[config.mk]
export PLATFORM = sky130hd
export DESIGN_NAME = vga_timing_gen
export DESIGN_NICKNAME = d
export VERILOG_FILES = /design/src/rtl/vga_pkg.sv /design/src/rtl/vga_mod_counter.sv /design/src/rtl/vga_timing_gen.sv
export SDC_FILE = /design/constraint.sdc
export NUM_CORES = 1
export LEC_CHECK = 0
export BUFFER_PORTS_ARGS = -buffer_cell sky130_fd_sc_hd__buf_2
export CAP_MARGIN = 20
export CORE_MARGIN = 2
export CORE_UTILIZATION = 38
export CTS_BUF_LIST = sky130_fd_sc_hd__clkbuf_16
export DETAILED_ROUTE_END_ITERATION = 10
export HOLD_SLACK_MARGIN = 0.03
export PLACE_DENSITY = 0.62
export SLEW_MARGIN = 20
export SYNTH_ARGS = -nofsm -noshare
export SYNTH_HDL_FRONTEND = slang
export SYNTH_HIERARCHICAL = 1
export SYNTH_SLANG_ARGS = --single-unit
[constraint.sdc]
create_clock -name clk_in1 -period 2.2 [get_ports clk_in1]
set_input_delay 0.44 -clock clk_in1 [delete_from_list [all_inputs] [get_ports clk_in1]]
set_output_delay 0.44 -clock clk_in1 [all_outputs]
set_load 0.02 [all_outputs]
[src/rtl/vga_pkg.sv]
// Shared 640x480@60 timing constants, FSM encoding and output bundle for the
// VGA timing generator.
package vga_pkg;

  localparam int unsigned CNT_W = 10;

  localparam int unsigned H_ACTIVE_DEF = 640;
  localparam int unsigned H_FP_DEF     = 16;
  localparam int unsigned H_SYNC_DEF   = 96;
  localparam int unsigned H_BP_DEF     = 48;
  localparam int unsigned H_TOTAL_DEF  = H_ACTIVE_DEF + H_FP_DEF + H_SYNC_DEF + H_BP_DEF;
  localparam int unsigned H_SYNC_START_DEF = H_ACTIVE_DEF + H_FP_DEF;
  localparam int unsigned H_SYNC_END_DEF   = H_SYNC_START_DEF + H_SYNC_DEF;

  localparam int unsigned V_ACTIVE_DEF = 480;
  localparam int unsigned V_FP_DEF     = 10;
  localparam int unsigned V_SYNC_DEF   = 2;
  localparam int unsigned V_BP_DEF     = 33;
  localparam int unsigned V_TOTAL_DEF  = V_ACTIVE_DEF + V_FP_DEF + V_SYNC_DEF + V_BP_DEF;
  localparam int unsigned V_SYNC_START_DEF = V_ACTIVE_DEF + V_FP_DEF;
  localparam int unsigned V_SYNC_END_DEF   = V_SYNC_START_DEF + V_SYNC_DEF;

  typedef enum logic {
    ST_WAIT_LOCK = 1'b0,
    ST_RUN       = 1'b1
  } vga_state_e;

  typedef struct packed {
    logic             hsync;
    logic             vsync;
    logic             video_on;
    logic [CNT_W-1:0] pixel_x;
    logic [CNT_W-1:0] pixel_y;
    logic             line_start;
    logic             frame_start;
  } vga_out_t;

  // Output values while idle: syncs are active-low, so they rest high.
  function automatic vga_out_t vga_idle_out();
    vga_out_t o;
    o       = '0;
    o.hsync = 1'b1;
    o.vsync = 1'b1;
    return o;
  endfunction

endpackage

[src/rtl/vga_mod_counter.sv]
// Modulo-N counter with enable, synchronous clear and terminal-count carry.
module vga_mod_counter
  import vga_pkg::*;
#(
  parameter int unsigned MODULUS = 800
) (
  input  logic             clk,
  input  logic             reset,
  input  logic             en,
  input  logic             clr,
  output logic [CNT_W-1:0] cnt,
  output logic             carry
);

  localparam logic [CNT_W-1:0] TERM = CNT_W'(MODULUS - 1);

  logic [CNT_W-1:0] cnt_q;
  logic [CNT_W-1:0] cnt_d;

  assign carry = en && (cnt_q == TERM);
  assign cnt   = cnt_q;

  always_comb begin
    cnt_d = cnt_q;
    if (clr || carry) begin
      cnt_d = '0;
    end else if (en) begin
      cnt_d = cnt_q + 1'b1;
    end
  end

  // NOTE: sequential state uses non-blocking assignments so every flop samples pre-edge values.
  always_ff @(posedge clk) begin
    if (reset) begin
      cnt_q <= '0;
    end else begin
      cnt_q <= cnt_d;
    end
  end

endmodule

[src/rtl/vga_timing_gen.sv]
// VGA timing generator: lock-gated FSM, h/v modulo counters and registered
// sync/blanking/pixel-coordinate decode with one cycle of latency.
module vga_timing_gen
  import vga_pkg::*;
#(
  parameter int unsigned H_ACTIVE = H_ACTIVE_DEF,
  parameter int unsigned H_FP     = H_FP_DEF,
  parameter int unsigned H_SYNC   = H_SYNC_DEF,
  parameter int unsigned H_BP     = H_BP_DEF,
  parameter int unsigned V_ACTIVE = V_ACTIVE_DEF,
  parameter int unsigned V_FP     = V_FP_DEF,
  parameter int unsigned V_SYNC   = V_SYNC_DEF,
  parameter int unsigned V_BP     = V_BP_DEF
) (
  input  logic             clk_in1,
  input  logic             reset,
  input  logic             locked,
  output logic             hsync,
  output logic             vsync,
  output logic             video_on,
  output logic [CNT_W-1:0] pixel_x,
  output logic [CNT_W-1:0] pixel_y,
  output logic             line_start,
  output logic             frame_start
);

  localparam int unsigned H_TOTAL = H_ACTIVE + H_FP + H_SYNC + H_BP;
  localparam int unsigned V_TOTAL = V_ACTIVE + V_FP + V_SYNC + V_BP;

  localparam logic [CNT_W-1:0] H_VIS_END = CNT_W'(H_ACTIVE);
  localparam logic [CNT_W-1:0] H_SS      = CNT_W'(H_ACTIVE + H_FP);
  localparam logic [CNT_W-1:0] H_SE      = CNT_W'(H_ACTIVE + H_FP + H_SYNC);
  localparam logic [CNT_W-1:0] V_VIS_END = CNT_W'(V_ACTIVE);
  localparam logic [CNT_W-1:0] V_SS      = CNT_W'(V_ACTIVE + V_FP);
  localparam logic [CNT_W-1:0] V_SE      = CNT_W'(V_ACTIVE + V_FP + V_SYNC);

  vga_state_e       state_q, state_d;
  vga_out_t         out_q, out_d;
  logic [CNT_W-1:0] h_cnt, v_cnt;
  logic             h_carry;
  logic             frame_wrap_unused;
  logic             cnt_en, cnt_clr;
  logic             h_vis, v_vis;

  // Counters run only in RUN with lock held; losing lock restarts the frame.
  assign cnt_en  = (state_q == ST_RUN);
  assign cnt_clr = (state_q == ST_WAIT_LOCK) || !locked;

  vga_mod_counter #(.MODULUS(H_TOTAL)) u_h_cnt (
    .clk   (clk_in1),
    .reset (reset),
    .en    (cnt_en),
    .clr   (cnt_clr),
    .cnt   (h_cnt),
    .carry (h_carry)
  );

  vga_mod_counter #(.MODULUS(V_TOTAL)) u_v_cnt (
    .clk   (clk_in1),
    .reset (reset),
    .en    (h_carry),
    .clr   (cnt_clr),
    .cnt   (v_cnt),
    .carry (frame_wrap_unused)
  );

  assign h_vis = (h_cnt < H_VIS_END);
  assign v_vis = (v_cnt < V_VIS_END);

  // NOTE: defaults first so every path assigns state_d and out_d; no latch is inferred.
  always_comb begin
    state_d = state_q;
    out_d   = vga_idle_out();
    case (state_q)
      ST_WAIT_LOCK: if (locked)  state_d = ST_RUN;
      ST_RUN:       if (!locked) state_d = ST_WAIT_LOCK;
      default:      state_d = ST_WAIT_LOCK;
    endcase
    if (state_q == ST_RUN) begin
      out_d.video_on    = h_vis && v_vis;
      out_d.hsync       = !((h_cnt >= H_SS) && (h_cnt < H_SE));
      out_d.vsync       = !((v_cnt >= V_SS) && (v_cnt < V_SE));
      out_d.line_start  = (h_cnt == '0);
      out_d.frame_start = (h_cnt == '0) && (v_cnt == '0);
      if (h_vis && v_vis) begin
        out_d.pixel_x = h_cnt;
        out_d.pixel_y = v_cnt;
      end
    end
  end

  always_ff @(posedge clk_in1) begin
    if (reset) begin
      state_q <= ST_WAIT_LOCK;
      out_q   <= vga_idle_out();
    end else begin
      state_q <= state_d;
      out_q   <= out_d;
    end
  end

  assign hsync       = out_q.hsync;
  assign vsync       = out_q.vsync;
  assign video_on    = out_q.video_on;
  assign pixel_x     = out_q.pixel_x;
  assign pixel_y     = out_q.pixel_y;
  assign line_start  = out_q.line_start;
  assign frame_start = out_q.frame_start;

endmodule

==> reports/results.ini <==
[worst_setup_path]
cp-end-kind=flop
critPathMaxFanout=6
required_ns=2.41
worstPathArrival_ns=2.23
r2r-start=u_h_cnt/cnt[0]
critPathLaunchType=flop
worstReg2RegEnd=u_v_cnt/cnt[9]
r2r_cells=6
crit_type=flop to flop
reg2reg_slack_ns=0.18
cp-startpoint=u_h_cnt/cnt[0]
cp-endpoint=u_v_cnt/cnt[9]

[synthesis]
syn_area_um2=1805
synth_cells=174
syn-num-nets=180
synth.avg_cell_area_um2=10.38
yosys_warnings=6

[run_status]
status=completed

[global_routing]
grt_pass1_wl_um=5844
grtUsageTotal_pct=14.20
grt_start_max_net_pins=15
grt_pass1_vias=1251
grt_antenna_before_repair=0
grt-ovfl-total=0

[timing]
finalMaxSlewViolations=0
setup_ws_ns=0.1820
setup_viol=0
rsz0062_at_grt=no
hold_viol=0
fin_skew_ns=0.004093
finalCriticalPeriod_ns=2.018
fmax_mhz=495.5
tns_ns=0
fin_crit_sh_pct=91.73

[floorplan]
num_io_pins=28
initial_core_util_pct=38.74
rows=25
dieWidth_um=72.93
core_area_um2=4661
die-height_um=72.93
dieArea_um2=5319

[clock_tree]
cts_root_buf=clkbuf_16
insertion_delay_ns=0.28
cts.htree.levels=2
clk_pin_slew_ns=0.06
hold_buffers=0
cts_num_sinks=46
cts_max_path_buffers=2
cts_tree=yes
cts_buffers=5

[cells_and_area]
syn_to_final_growth_pct=26.54
drive_gt1_share_pct=29.28
nets=227
stdcell_area_um2=2285
fin_cells=276
antenna_cells=0

[routing]
postRouteAntennaNets=0
drc_errors=0
first_pass_iters=4
via_per_inst=5.036
vias=1390
wl_um=3470
drt_iter0_markers=68
detail_route.wl_per_cell_um=12.57

[placement]
portBuffers=27
dp_hpwl_um=2468
dpl-instance-area_um2=2090
place_ws_ns=0.1556
placed_cells=265
globalplace.congestion=0.8053

[pwr]
ir_worst_vdd_mv=0.3071
power.density_nw_per_um2=747.4
power.leakage_nw=0.9038
power.total_w=0.001708

[run]
maxCapViolations=0

[min_path]
holdCritPathClass=primary input to flop

==> what timing repair did <==
action | 4_1_cts | 5_1_grt
gates resized for setup | 0 | 2
buffers inserted | 0 | 3
endpoints found under the setup margin | 0 | 4
==> critical path: stages (launching register included) <==
cell and delay, ns:
dfxtp_2 0.39, ha_1 0.22, nand3_2 0.13, nor4_4 0.30, nand4_1 0.22, or4_1 0.54, a21oi_1 0.14
==> how the worst min path moves through the flow <==
stage                        start        endpoint  cells past startpoint
global placement    u_v_cnt/cnt[9]  u_v_cnt/cnt[9]                      2
finish                      locked          cnt_en                      2
global route                 reset          cnt_en                      2
detailed placement  u_v_cnt/cnt[9]  u_v_cnt/cnt[9]                      2
floorplan                   cnt_en           hsync                      1
CTS                         locked          cnt_en                      2
==> final cells by class <==
cell class / count / area [um^2]
fill: 430 / 2376
sequential: 46 / 923.4
multi-input combinational: 120 / 845.8
timing repair buffer: 45 / 270.3
clock buffer: 5 / 125.1
tap: 54 / 67.56
clock inverter: 3 / 41.29
inverter: 3 / 11.26
==> routing by layer <==
metal / GRT usage (%) / part of all wire (%) / up-vias
met1: 19.71 / 51 / 631
met2: 21.11 / 44 / 30
met5: 0 / 0 / -
met4: 5.556 / 1.5 / 0
li1: - / - / 723
met3: 3.591 / 3.5 / 6
==> sequential cells by signal, indices dropped and copies added (netlist names) <==
name and flops:
cnt_en 1, vsync 1, hsync 1, pixel_x 10, pixel_y 10, u_v_cnt/cnt 10, frame_start 1, video_on 1
line_start 1, u_h_cnt/cnt 10
==> placed cells by master (no fill, tap or decap), drive strengths merged, types with 2 or more instances in the layout <==
cell type,instances
buf,45
and2,18
nand4,8
and3b,2
nor4,4
nand2,8
o31ai,5
xnor2,2
a21oi,6
inv,4
clkbuf,5
nor2,8
or4,5
nor3,8
xor2,6
dfxtp,46
o21ai,5
or3,6
ha,3
nand3,5
mux2i,2
a211oi,5
or2,2
==> stage by stage <==
stage	hold WS (ns)	util, %
after global routing	0.4225	49.02
after global placement	0.4807	44.83
final	0.3846	49.02
after detailed placement	0.4843	44.83
after CTS	0.3841	48.40
after floorplan	0.4229	-
==> where the power goes <==
part / total [W] / switching, W / internal [W]
clock network: 0.000835 / 0.000303 / 0.000531
logic: 0.0000343 / 0.0000196 / 0.0000147
registers: 0.000839 / 0.00000155 / 0.000837
Note: power is estimated with default switching activity, not from simulation.
